$ cat src/rtl/lab_adder_pkg.sv
// Shared types and constants for the sliced add/subtract unit.
// Holds the FSM encoding and default operand geometry.
package lab_adder_pkg;

  typedef logic [1:0] state_t;

  localparam state_t ST_IDLE = 2'd0;
  localparam state_t ST_RUN  = 2'd1;
  localparam state_t ST_DONE = 2'd2;

  localparam int DEF_WIDTH = 8;
  localparam int DEF_SLICE = 2;

  function automatic int idx_w(input int n);
    return (n > 1) ? $clog2(n) : 1;
  endfunction

endpackage

$ cat src/rtl/adder_slice.sv
// Combinational SLICE-bit ripple-carry chain of fulladder cells.
// Also exposes the carry into the slice MSB for overflow detection.
module adder_slice #(
  parameter int SLICE = 2
) (
  input  logic [SLICE-1:0] a,
  input  logic [SLICE-1:0] b,
  input  logic             ci,
  output logic [SLICE-1:0] s,
  output logic             co,
  output logic             c_msb
);

  logic [SLICE:0] c;

  assign c[0] = ci;

  for (genvar i = 0; i < SLICE; i++) begin : g_fa
    fulladder u_fa (
      .a  (a[i]),
      .b  (b[i]),
      .ci (c[i]),
      .s  (s[i]),
      .co (c[i+1])
    );
  end

  assign co    = c[SLICE];
  assign c_msb = c[SLICE-1];

endmodule

$ cat src/rtl/fulladder.sv
// Single-bit full adder cell, the building block of every ripple
// chain in the lab adders.
module fulladder (
  input  logic a,
  input  logic b,
  input  logic ci,
  output logic s,
  output logic co
);

  assign s  = a ^ b ^ ci;
  assign co = (a & b) | (ci & (a ^ b));

endmodule

$ cat src/rtl/seq_slice_adder.sv
// Multi-cycle add/subtract: WIDTH-bit operands pass LSB slice first
// through one SLICE-bit ripple slice, with start/busy/done handshake.
module seq_slice_adder
  import lab_adder_pkg::*;
#(
  parameter int WIDTH = DEF_WIDTH,
  parameter int SLICE = DEF_SLICE
) (
  input  logic             clk,
  input  logic             resetn,
  input  logic             start,
  input  logic             sub,
  input  logic [WIDTH-1:0] a,
  input  logic [WIDTH-1:0] b,
  input  logic             cin,
  output logic             busy,
  output logic             done,
  output logic [WIDTH-1:0] sum,
  output logic             cout,
  output logic             ovf
);

  localparam int NSLICE = WIDTH / SLICE;
  localparam int IW     = idx_w(NSLICE);
  localparam logic [IW-1:0] LAST = IW'(NSLICE - 1);

  state_t           state_q, state_d;
  logic [IW-1:0]    idx_q, idx_d;
  logic [WIDTH-1:0] a_q, a_d;
  logic [WIDTH-1:0] b_q, b_d;
  logic [WIDTH-1:0] res_q, res_d;
  logic [WIDTH-1:0] sum_q, sum_d;
  logic             carry_q, carry_d;
  logic             cout_q, cout_d;
  logic             ovf_q, ovf_d;

  logic             accept;
  logic             last;
  logic [SLICE-1:0] sl_s;
  logic             sl_co;
  logic             sl_cm;
  logic [WIDTH+SLICE-1:0] res_cat;

  adder_slice #(
    .SLICE (SLICE)
  ) u_slice (
    .a     (a_q[SLICE-1:0]),
    .b     (b_q[SLICE-1:0]),
    .ci    (carry_q),
    .s     (sl_s),
    .co    (sl_co),
    .c_msb (sl_cm)
  );

  assign accept  = start &&
                   (state_q == ST_IDLE || state_q == ST_DONE);
  assign last    = (idx_q == LAST);
  // New slice enters at the top; after NSLICE shifts it is aligned.
  assign res_cat = {sl_s, res_q};

  always_ff @(posedge clk) begin
    if (!resetn) begin
      state_q <= ST_IDLE;
      idx_q   <= '0;
      a_q     <= '0;
      b_q     <= '0;
      res_q   <= '0;
      sum_q   <= '0;
      carry_q <= 1'b0;
      cout_q  <= 1'b0;
      ovf_q   <= 1'b0;
    end else begin
      state_q <= state_d;
      idx_q   <= idx_d;
      a_q     <= a_d;
      b_q     <= b_d;
      res_q   <= res_d;
      sum_q   <= sum_d;
      carry_q <= carry_d;
      cout_q  <= cout_d;
      ovf_q   <= ovf_d;
    end
  end

  always_comb begin
    state_d = state_q;
    unique case (state_q)
      ST_IDLE: if (start) state_d = ST_RUN;
      ST_RUN:  if (last)  state_d = ST_DONE;
      ST_DONE: state_d = start ? ST_RUN : ST_IDLE;
      default: state_d = ST_IDLE;
    endcase
  end

  always_comb begin
    idx_d   = idx_q;
    a_d     = a_q;
    b_d     = b_q;
    res_d   = res_q;
    sum_d   = sum_q;
    carry_d = carry_q;
    cout_d  = cout_q;
    ovf_d   = ovf_q;
    if (accept) begin
      // Subtract as a + ~b + ~borrow.
      a_d     = a;
      b_d     = b ^ {WIDTH{sub}};
      carry_d = cin ^ sub;
      idx_d   = '0;
      res_d   = '0;
    end else if (state_q == ST_RUN) begin
      a_d     = a_q >> SLICE;
      b_d     = b_q >> SLICE;
      res_d   = res_cat[WIDTH+SLICE-1:SLICE];
      carry_d = sl_co;
      idx_d   = idx_q + 1'b1;
      if (last) begin
        sum_d  = res_cat[WIDTH+SLICE-1:SLICE];
        cout_d = sl_co;
        ovf_d  = sl_co ^ sl_cm;
      end
    end
  end

  always_comb begin
    busy = (state_q == ST_RUN);
    done = (state_q == ST_DONE);
    sum  = sum_q;
    cout = cout_q;
    ovf  = ovf_q;
  end

endmodule

$ cat config.mk
export PLATFORM = sky130hd
export DESIGN_NAME = seq_slice_adder
export DESIGN_NICKNAME = d
export VERILOG_FILES = /design/src/rtl/lab_adder_pkg.sv /design/src/rtl/adder_slice.sv /design/src/rtl/fulladder.sv /design/src/rtl/seq_slice_adder.sv
export SDC_FILE = /design/constraint.sdc
export NUM_CORES = 1
export LEC_CHECK = 0
export ABC_AREA = 0
export BUFFER_PORTS_ARGS = -buffer_cell sky130_fd_sc_hd__buf_2
export CORE_ASPECT_RATIO = 1.4
export CORE_UTILIZATION = 29
export CTS_BUF_LIST = sky130_fd_sc_hd__clkbuf_16
export DETAILED_ROUTE_END_ITERATION = 8
export GPL_ROUTABILITY_DRIVEN = 0
export PLACE_DENSITY = 0.48
export SYNTH_ARGS = -nofsm -noshare
export SYNTH_HDL_FRONTEND = slang
export SYNTH_SLANG_ARGS = --single-unit
$ cat constraint.sdc
create_clock -name clk -period 3.31 [get_ports clk]
set_input_delay 0 -clock clk [delete_from_list [all_inputs] [get_ports clk]]
set_output_delay 0 -clock clk [all_outputs]
set_load 0.01 [all_outputs]
==> impl_results.md, run 1 <==
- Yosys warnings: 0
- H-Tree Depth: 2
- Worst slew pin tran: 0.885 ns
- Post-Synthesis Cells: 182
- Power Total: 1.13 mW
- CTS buffer count: 5
- Fmax: 0.562 GHz
- Max VDD drop: 193 µV
- Initial Util: 30.6%
- Max-slew headroom: 41.0%
- Static Leak: 0.753 nW
- Setup Crit Path Kind: reg2reg
- Sw power: 0.264 mW
- Arrival @ worst endpoint: 1.97 ns
- Global-route wire length before repair: 5940 µm
- Total GRT Usage: 13.2%
- DP Wirelength: 2220 µm
- Worst Path Required: 3.50 ns
- CP Max Fanout: 3
- Area grow syn2layout: 21.3%
- Number of I/O pins: 33
- Clock transition at path regs: 0.06 ns
- Reg power frac: 42.4%
- DR WL/cell: 12.1 µm
- TritonRoute pass-1 iters: 4
- CP max-delay cell: fa_1
- Mean Syn Cell Area: 8.88 µm²
- Tcrit/Tclk final: 53.8%
- Final nets: 236
- Overflow after GRT: 0
- Cell Area, Placed: 0.00176 mm²
- Final ANT Viol Nets: 0
- Core area: 0.00528 mm²
- CTS tree: done
- Clk sinks: 37
- Die Ht: 90.3 µm
- Via density: 4.77
- Commonest cells after routing, fill and taps aside: 38 x nand2_1, 37 x dfxtp_1, 32 x buf_2
- Die extent in x: 65.1 µm
- Fin. max-slew vios: 0
- Library cells used by synthesis: 31
- Max Root-Sink Buffers: 2
- Fin. Hold Viols: 0
- Seq/Total Area, Yosys: 45.9%
- Vias in the first global route: 1308
- DRT Wirelength: 3390 µm
- Crit path top cell by count: fa_1
- Setup violators final: 0
- Fraction of layout cells with a size suffix above 1: 23.9%
- DRT iter0 DRCs: 49
- Final instance area: 0.00196 mm²
- RSZ-0062 raised after global routing: no
- Critical Path, Cell by Cell: inv_1 -> fa_1 -> fa_1 -> xnor2_1 -> a211oi_1
- Clk Tree Root Cell: clkbuf_16
- Cts hold-fix bufs: 3
- Most common cell after layout, fill and taps aside: nand2_1
- PwrDens: 577 mW/mm²
- DIE AREA: 0.00588 mm²
- Worst min path class: in2reg
- Fill count: 593
- Synth Net Count: 206
- Startpoint Class: flip-flop
- Pint: 0.865 mW
- Row Count: 31
- Setup Skew: 0.00489 ns
- CP endpoint kind: flip-flop
- Crit-path max cell delay: 0.47 ns
- Net Sw Frac: 23.4%
- Hold WS: 0.0125 ns
- Clock share of power: 47.2%
- Seq cells post-synth: 37
- Post-cts sizing count: 0
- DRC: 0
- Minimum clock period: 1.78 ns
- Worst-skew pair later-pin latency: 0.28 ns
- Fin util: 37.1%
- Number of diodes: 0
- Vias: 1331
- IO Port Bufs: 32
- Largest net degree at the start of global routing: 26
- Initial antenna violation count: 0
- Outcome: completed
- MaxCap Viol Count: 0
- Sum Neg Setup Slack: 0 ns
- Synth Cell Area: 0.00162 mm²
- Comb power frac: 10.5%
- Setup Buffers After CTS: 0
## cells in the mapped netlist (all sizes together)
cell | number | area (µm²)
o21a | 1 | 7.51
and2b | 1 | 7.51
nand2 | 38 | 143
a21oi | 22 | 118
and3b | 1 | 8.76
a211oi | 6 | 70.1
dfxtp | 37 | 741
xnor2 | 2 | 17.5
a2111oi | 1 | 15.0
fa | 2 | 40.0
xor2 | 9 | 78.8
o21ai | 4 | 20.0
a22oi | 7 | 52.6
nand3 | 9 | 45.0
inv | 7 | 26.3
nor2 | 10 | 37.5
buf | 12 | 95.1
ha | 1 | 12.5
o22ai | 1 | 6.26
nor2b | 1 | 8.76
nand2b | 2 | 17.5
a31oi | 4 | 25.0
nand3b | 1 | 7.51
nor3 | 3 | 15.0
## registers in the layout, indices dropped and copies added, names as in the netlist
register and count:
cout 1, idx_q 2, ovf 1, res_q 6, b_q 8, sum 8, a_q 8, state_q 2
carry_q 1
## worst max-delay path: cells and delay by family, from the launching register on
family	cells	cell delay, ns
buffers and inverters	1	0.06
AO/OA/AOI/OAI	1	0.21
XOR/XNOR	1	0.16
adder cells (fa/ha/maj)	2	0.93
flip-flops	1	0.33
## metal layers
layer | up-vias | wire length, µm | track usage (%)
met2 | 32 | 1550 | 21.6
li1 | 676 | - | -
met5 | - | 0 | 0
met3 | 6 | 159 | 4.04
met1 | 617 | 1590 | 15.1
met4 | 0 | 80 | 7.07
## power groups by stage
stage	Clock [mW]	Combinational, mW	Sequential (mW)
after floorplan	0	0.0925	0.485
after global placement	0	0.117	0.488
after detailed placement	0	0.118	0.489
after CTS	0.546	0.120	0.479
after global routing	0.562	0.134	0.481
final	0.533	0.118	0.479
## worst paths after layout
kind / cells past startpoint / slack, ns / from / end
worst min-delay path: 4 / 0.01 / b[6] / b_q[6]$_SDFFE_PN0P_
worst max register to register: 5 / 1.53 / carry_q$_SDFFE_PN0P_ / ovf$_SDFFE_PN0P_
worst min register to register: 2 / 0.45 / res_q[3]$_SDFFE_PP0N_ / sum[1]$_SDFFE_PN0P_
worst max-delay path: 5 / 1.53 / carry_q$_SDFFE_PN0P_ / ovf$_SDFFE_PN0P_
## cells by family after synthesis
group	synth area share, %
AOI/OAI and AO/OA	19.4
xor gates and xnor gates	5.96
adders and majority gates	3.25
buffers and inverters	7.51
DFF	45.9
and+or+nand+nor	18.0
## per-stage QoR
stage | instances | setup slack [ns]
floorplan | 182 | 1.62
detailed placement | 268 | 1.53
CTS | 279 | 1.52
global route | 279 | 1.38
global placement | 268 | 1.55
finish | 279 | 1.53
## area by class of cell
type	instances	area, µm²	area share (%)
sequential	37	741	37.8
clock inverter	3	41.3	2.11
timing repair buffer	35	190	9.71
tap	66	82.6	4.21
inverter	7	26.3	1.34
clock buffer	5	125	6.39
multi-input combinational	126	753	38.4
(Power assumes the default switching activity.)
==> run 2, diff against run 1 <==
Settings changed: ABC_AREA 0 to 1, PLACE_DENSITY 0.48 to 0.49.
Clock period 3.31 ns to 1.6 ns, I/O delays scaled along.
==> run 2 against run 1 <==
Against the previous run: critical path depth grew 1; die area grew 10%; design area grew 9.4%; first-iteration DRC count grew 67%; routed wire length rose by 15%; total power rose by 97%; sequential power rose by 110%; sequential share of layout area is 3.1 points lower; combinational power grew to 2.7 times the previous value; fmax rose by 12%; largest power group is now sequential cells.
==> impl_results.md, run 2 <==
- CTS tree: done
- Vias: 1552 (+17%)
- Row Count: 33 (+6.5%)
- Worst min path class: in2reg
- Arrival @ worst endpoint: 1.76 ns (-0.21 ns)
- Area grow syn2layout: 19.8%
- Top cell type's share of synthesized area: 41.4% (-4.5 points)
- Most frequent cell after synthesis: nand2_1
- Seq cells post-synth: 37 (unchanged)
- Worst Hold Depth: 3 (-1)
- Setup Buffers After CTS: 0 (unchanged)
- Library cells used by synthesis: 30 (-3.2%)
- Startpoint Class: flip-flop
- RSZ-0062 raised after global routing: yes
- Hold wc startpoint: a[7]
- Cell Area, Placed: 0.00198 mm² (+12%)
- Synth cell count leaders: 43 x nand2_1, 37 x dfxtp_1, 29 x nand3_1, 28 x nor2_1, 26 x inv_1
- Clk Tree Root Cell: clkbuf_16
- Worst r2r src: a_q[0]$_SDFFE_PN0P_
- Synth Cell Area: 0.00179 mm² (+11%)
- DRT Wirelength: 3890 µm (+15%)
- Final nets: 300 (+27%)
- Final ANT Viol Nets: 0 (unchanged)
- Worst R2R End: sum[7]$_SDFFE_PN0P_
- Fin. max-slew vios: 0 (unchanged)
- Die Ht: 94.9 µm (+5.1%)
- Worst Path Required: 1.77 ns (-1.73 ns)
- Most common cell after layout, fill and taps aside: nand2_1
- DRC: 0 (unchanged)
- Tcrit/Tclk final: 99.6% (+46 points)
- Placed Cells incl. Taps: 337 (+26%)
- Setup Skew: 0.00320 ns (-0.00169 ns)
- Via density: 4.49 (-6.0%)
- Total GRT Usage: 13.8% (+0.61 points)
- Largest net degree at the start of global routing: 18 (-31%)
- PwrDens: 1040 mW/mm² (+80%)
- Setup violators final: 0 (unchanged)
- Max VDD drop: 381 µV (+97%)
- Setup Crit Path Kind: reg2reg
- Worst slew pin tran: 0.356 ns (-0.529 ns)
- IO Port Bufs: 32 (unchanged)
- Fmax: 0.627 GHz (+12%)
- Outcome: completed
- CTS buffer count: 5 (unchanged)
- FF-to-FF path depth: 6 (+1)
- CP endpoint kind: flip-flop
- Fraction of layout cells with a size suffix above 1: 24.6% (+0.69 points)
- Area leader, netlist: dfxtp_1
- Async SR Flop Fraction: 0% (unchanged)
- Minimum clock period: 1.59 ns (-0.185 ns)
- Static Leak: 1.01 nW (+35%)
- Power Total: 2.23 mW (+97%)
- Synth Net Count: 264 (+28%)
- WHS Endpoint: a_q[7]$_SDFFE_PN0P_
- Number of diodes: 0 (unchanged)
- Max Root-Sink Buffers: 2 (unchanged)
- H-Tree Depth: 2 (unchanged)
- Initial Util: 30.3% (-0.32 points)
- CP Max Fanout: 2 (-1)
- Global-route wire length before repair: 6690 µm (+13%)
- Synth top area cells: dfxtp_1 41%, nand2_1 9.0%, nand3_1 8.1%
- Seq/Total Area, Yosys: 41.4% (-4.5 points)
- Fin. Hold Viols: 0 (unchanged)
- Yosys warnings: 0 (unchanged)
- Worst-skew pair later-pin latency: 0.28 ns (about the same)
- DRT iter0 DRCs: 82 (+67%)
- Post-route insts no fill: 346 (+24%)
- Post-synth EDFFs: 0 (unchanged)
- Commonest cells after routing, fill and taps aside: 43 x nand2_1, 35 x dfxtp_1, 32 x buf_2
- Clock transition at path regs: 0.05 ns (about the same)
- Number of I/O pins: 33 (unchanged)
- Initial antenna violation count: 0 (unchanged)
- Overflow after GRT: 0 (unchanged)
- Synth Flop Type: dfxtp_1
- TritonRoute pass-1 iters: 6 (+2)
- Clk sinks: 37 (unchanged)
- Vias in the first global route: 1424 (+8.9%)
- Post-Synthesis Cells: 240 (+32%)
- Sum Neg Setup Slack: 0 ns (unchanged)
- Max-slew headroom: 76.2% (+35 points)
- MaxCap Viol Count: 0 (unchanged)
- DP Wirelength: 2770 µm (+25%)
- Reg2reg setup slack: 0.006 ns (-1.53 ns)
- Fin util: 36.3% (-0.84 points)
- Core area: 0.00590 mm² (+12%)
- Mean Syn Cell Area: 7.46 µm² (-16%)
- Die extent in x: 68.4 µm (+5.1%)
- Final instance area: 0.00214 mm² (+9.4%)
- DIE AREA: 0.00649 mm² (+10%)
- DR WL/cell: 11.3 µm (-7.2%)
run 2: where the power goes:
| part | internal [mW] | total (mW) | switching [mW] | leakage (nW) |
|---|---|---|---|---|
| clock | 0.556 | 0.904 | 0.348 | 0.0685 |
| sequential | 0.973 | 1.00 | 0.0296 | 0.303 |
| combinational | 0.129 | 0.322 | 0.193 | 0.642 |
| total | 1.66 | 2.23 | 0.570 | 1.01 |
run 2: cell families after synthesis:
logic type / after synthesis / share of synthesized area [%]
AO/OA/AOI/OAI: 42 / 12.1
XOR/XNOR: 3 / 1.47
adder cells (fa/ha/maj): 3 / 2.94
buffers and inverters: 43 / 12.9
flip-flops: 37 / 41.4
AND/OR/NAND/NOR: 112 / 29.2
run 2: timing repair:
| action | CTS | global route |
|---|---|---|
| endpoints found under the setup margin | 2 | 2 |
| hold endpoints to repair | 2 | 0 |
| hold buffers | 2 | 0 |
| gates resized for setup | 3 | 4 |
| pin swaps | 5 | 7 |
run 2: critical path, cell delays in order (launching register included):
cell and delay [ns]:
dfxtp_2 0.32, inv_2 0.04, fa_2 0.40, fa_2 0.55, inv_2 0.04, nor2_2 0.09, nor2_1 0.05
run 2: worst max path at each step:
stage	slack (ns)	depth (start not counted)	from	endpoint
after floorplan	-0.02	6	carry_q$_SDFFE_PN0P_	sum[7]$_SDFFE_PN0P_
after global placement	-0.04	6	carry_q$_SDFFE_PN0P_	sum[7]$_SDFFE_PN0P_
after detailed placement	-0.07	6	carry_q$_SDFFE_PN0P_	sum[7]$_SDFFE_PN0P_
after CTS	-0.0003	6	b_q[0]$_SDFFE_PN0P_	sum[7]$_SDFFE_PN0P_
after global routing	-0.04	6	a_q[0]$_SDFFE_PN0P_	sum[7]$_SDFFE_PN0P_
final	0.006	6	a_q[0]$_SDFFE_PN0P_	sum[7]$_SDFFE_PN0P_
run 2: layout make-up:
cell class / count / area, µm²
clock buffer: 5 / 125
clock inverter: 2 / 7.51
fill: 676 / 3760
inverter: 31 / 121
multi-input combinational: 160 / 826
sequential: 37 / 743
tap: 70 / 87.6
timing repair buffer: 41 / 233
run 2: metal layers:
layer	part of all wire (%)	track usage (%)	wire length, µm	vias to the layer above
li1	-	-	-	831
met1	47	16.6	1840	680
met2	47	23.2	1840	36
met3	4.0	3.62	154	5
met4	1.5	4.69	59	0
met5	0	0	0	-
run 2: through the flow:
stage,setup slack (ns),hold WS [ns]
after floorplan,-0.0184,0.135
after global placement,-0.0423,0.228
after detailed placement,-0.0695,0.236
after CTS,-0.000315,0.00493
after global routing,-0.0448,0.0374
final,0.00573,0.00769
==> run 3, diff against run 2 <==
Settings changed: BUFFER_PORTS_ARGS -buffer_cell sky130_fd_sc_hd__buf_2 to not set, DONT_BUFFER_PORTS set to 1, PLACE_DENSITY 0.49 to 0.44.
==> run 3 against run 2 <==
Against the previous run: the run now ends with negative setup slack left; routed wire length increased by 4.6%; core utilization about the same; highest routed layer unchanged; global-route usage up 0.45 points; sequential share of layout area hardly changed; largest power group is now clock.
==> impl_results.md, run 3 (same netlist as run 2, synthesis figures left out) <==
- Fin. max-slew vios: 0 (unchanged)
- Setup violators final: 1 (+1)
- DRT Wirelength: 4080 µm (+4.6%)
- Hold WS: 0.0000339 ns (-0.00766 ns)
- Startpoint Class: flip-flop
- DIE AREA: 0.00649 mm² (unchanged)
- CP endpoint kind: flip-flop
- Number of I/O pins: 33 (unchanged)
- Hold wc startpoint: b[2]
- Row Count: 33 (unchanged)
- Vias in the first global route: 1458 (+2.4%)
- Pint: 1.83 mW (+10%)
- Worst slew pin tran: 0.618 ns (+0.263 ns)
- Number of diodes: 0 (unchanged)
- Fin. Hold Viols: 0 (unchanged)
- Clock transition at path regs: 0.06 ns (about the same)
- Final instance area: 0.00215 mm² (+0.12%)
- Reg power frac: 41.6% (-3.4 points)
- DRC: 0 (unchanged)
- Max Root-Sink Buffers: 2 (unchanged)
- MaxCap Viol Count: 0 (unchanged)
- Cell Area, Placed: 0.00183 mm² (-7.7%)
- Vias: 1511 (-2.6%)
- PwrDens: 1120 mW/mm² (+7.9%)
- Clock share of power: 45.0% (+4.4 points)
- Die Ht: 94.9 µm (unchanged)
- Crit-path max cell delay: 0.60 ns (+0.05 ns)
- Final ANT Viol Nets: 0 (unchanged)
- DP Wirelength: 2750 µm (-0.79%)
- Initial Util: 30.3% (unchanged)
- H-Tree Depth: 2 (unchanged)
- Worst Hold Depth: 4 (+1)
- CTS buffer count: 5 (unchanged)
- Post-route insts no fill: 328 (-5.2%)
- Fill count: 661 (-2.2%)
- Clk Tree Root Cell: clkbuf_16
- Critical Path, Cell by Cell: inv_2 -> fa_2 -> fa_2 -> inv_2 -> nor2_2 -> nor2_1
- Fmax: 0.612 GHz (-2.4%)
- Net Sw Frac: 23.9% (-1.7 points)
- Most common cell after layout, fill and taps aside: nand2_1
- Setup Skew: 0.00379 ns (+0.000587 ns)
- Placed Cells incl. Taps: 306 (-9.2%)
- Multi-input logic area: 826 µm² (unchanged)
- Dpl ws: -0.0460 ns (+0.0234 ns)
- Outcome: finished with violations
- Final WS setup: -0.0327 ns (-0.0384 ns)
- Commonest cells after routing, fill and taps aside: 43 x nand2_1, 35 x dfxtp_1, 29 x nand3_1
- Largest net degree at the start of global routing: 18 (unchanged)
- DR WL/cell: 12.4 µm (+10%)
- WHS Endpoint: b_q[2]$_SDFFE_PN0P_
- Static Leak: 0.937 nW (-7.5%)
- Sw power: 0.576 mW (+1.0%)
- RSZ-0062 raised after global routing: yes
- Total GRT Usage: 14.3% (+0.45 points)
- CTS tree: done
- FF-to-FF path depth: 6 (unchanged)
- Worst Path Required: 1.77 ns (about the same)
- Setup Crit Path Kind: reg2reg
- Power Total: 2.41 mW (+8.0%)
- Arrival @ worst endpoint: 1.80 ns (+0.04 ns)
- Fraction of layout cells with a size suffix above 1: 15.1% (-9.5 points)
- Register Area: 743 µm² (unchanged)
- Minimum clock period: 1.63 ns (+0.0384 ns)
- Worst-skew pair later-pin latency: 0.28 ns (about the same)
- Clk sinks: 37 (unchanged)
- Tcrit/Tclk final: 102% (+2.4 points)
- DRT iter0 DRCs: 55 (-33%)
- Global-route wire length before repair: 6770 µm (+1.2%)
- Worst r2r src: b_q[0]$_SDFFE_PN0P_
- IO Port Bufs: 0 (-100%)
- Via density: 4.61 (+2.7%)
- TritonRoute pass-1 iters: 4 (-2)
- Initial antenna violation count: 0 (unchanged)
- Max VDD drop: 452 µV (+19%)
- Area grow syn2layout: 19.9%
- Die extent in x: 68.4 µm (unchanged)
- CP Max Fanout: 2 (unchanged)
- Core area: 0.00590 mm² (unchanged)
- CP max-delay cell: fa_2
- Reg2reg setup slack: -0.03 ns (-0.04 ns)
- Worst R2R End: sum[7]$_SDFFE_PN0P_
- Worst min path class: in2reg
- Max-slew headroom: 58.6% (-18 points)
- Final nets: 282 (-6.0%)
- Failing checks: negative setup slack
- Overflow after GRT: 0 (unchanged)
- Comb power frac: 13.4% (-1.1 points)
## run 3: cell types whose count changed in the layout (fill, tap and decap cells not counted)
cell / before / now
buf_2: 32 / 0
clkinv_1: 1 / 0
dlygate4sd3_1: 2 / 14
buf_4: 7 / 9
clkinv_2: 0 / 1
bufinv_16: 0 / 1
inv_2: 7 / 6
## run 3: critical path: cells and delay by family, from the launching register on
family	cells	cell delay, ns
flip-flops	1	0.33
adder cells (fa/ha/maj)	2	1.01
buffers and inverters	2	0.08
AND/OR/NAND/NOR	2	0.11
## run 3: final cells by class
type                    instances  share of cell area [%]
repair buffers                 23                    9.68
clock inverters                 2                    1.63
well taps                      70                    4.08
inverters                      31                    5.66
clock buffers                   5                    5.83
flip-flops and latches         37                    34.6
multi-input cells             160                    38.5
## run 3: routing by layer
metal,track usage (%),up-vias,part of all wire (%)
li1,-,797,-
met1,15.6,674,44
met2,25.7,35,51
met3,2.54,5,3.2
met4,6.77,0,1.9
met5,0,-,0
## run 3: worst max-delay path by stage
stage	start	endpoint	slack, ns	cells past startpoint
floorplan	carry_q$_SDFFE_PN0P_	sum[7]$_SDFFE_PN0P_	-0.02	6
global placement	carry_q$_SDFFE_PN0P_	sum[7]$_SDFFE_PN0P_	-0.05	6
detailed placement	carry_q$_SDFFE_PN0P_	sum[7]$_SDFFE_PN0P_	-0.05	6
finish	b_q[0]$_SDFFE_PN0P_	sum[7]$_SDFFE_PN0P_	-0.03	6
CTS	carry_q$_SDFFE_PN0P_	sum[7]$_SDFFE_PN0P_	0.004	6
global route	b_q[0]$_SDFFE_PN0P_	sum[7]$_SDFFE_PN0P_	-0.1	6
## run 3: power by group through the flow
stage / Combinational [mW] / Clock [mW] / Sequential, mW
floorplan: 0.254 / 0 / 1.01
global placement: 0.280 / 0 / 1.02
detailed placement: 0.279 / 0 / 1.02
CTS: 0.321 / 1.11 / 1.00
global route: 0.369 / 1.14 / 1.01
finish: 0.323 / 1.08 / 1.00
## run 3: metrics by stage
stage	TNS [ns]	util, %
2_1_floorplan	-0.0184	-
3_3_place_gp	-0.0667	31.0
3_5_place_dp	-0.0747	31.0
4_1_cts	0	36.1
5_1_grt	-0.145	36.3
6_report	-0.0327	36.3
## run 3: what timing repair did
item / 4_1_cts / 5_1_grt
endpoints found under the setup margin: 2 / 2
hold endpoints to repair: 28 / 0
pin swaps: 0 / 7
resized for setup: 1 / 5
hold buffers: 14 / 0
setup buffers: 0 / 1
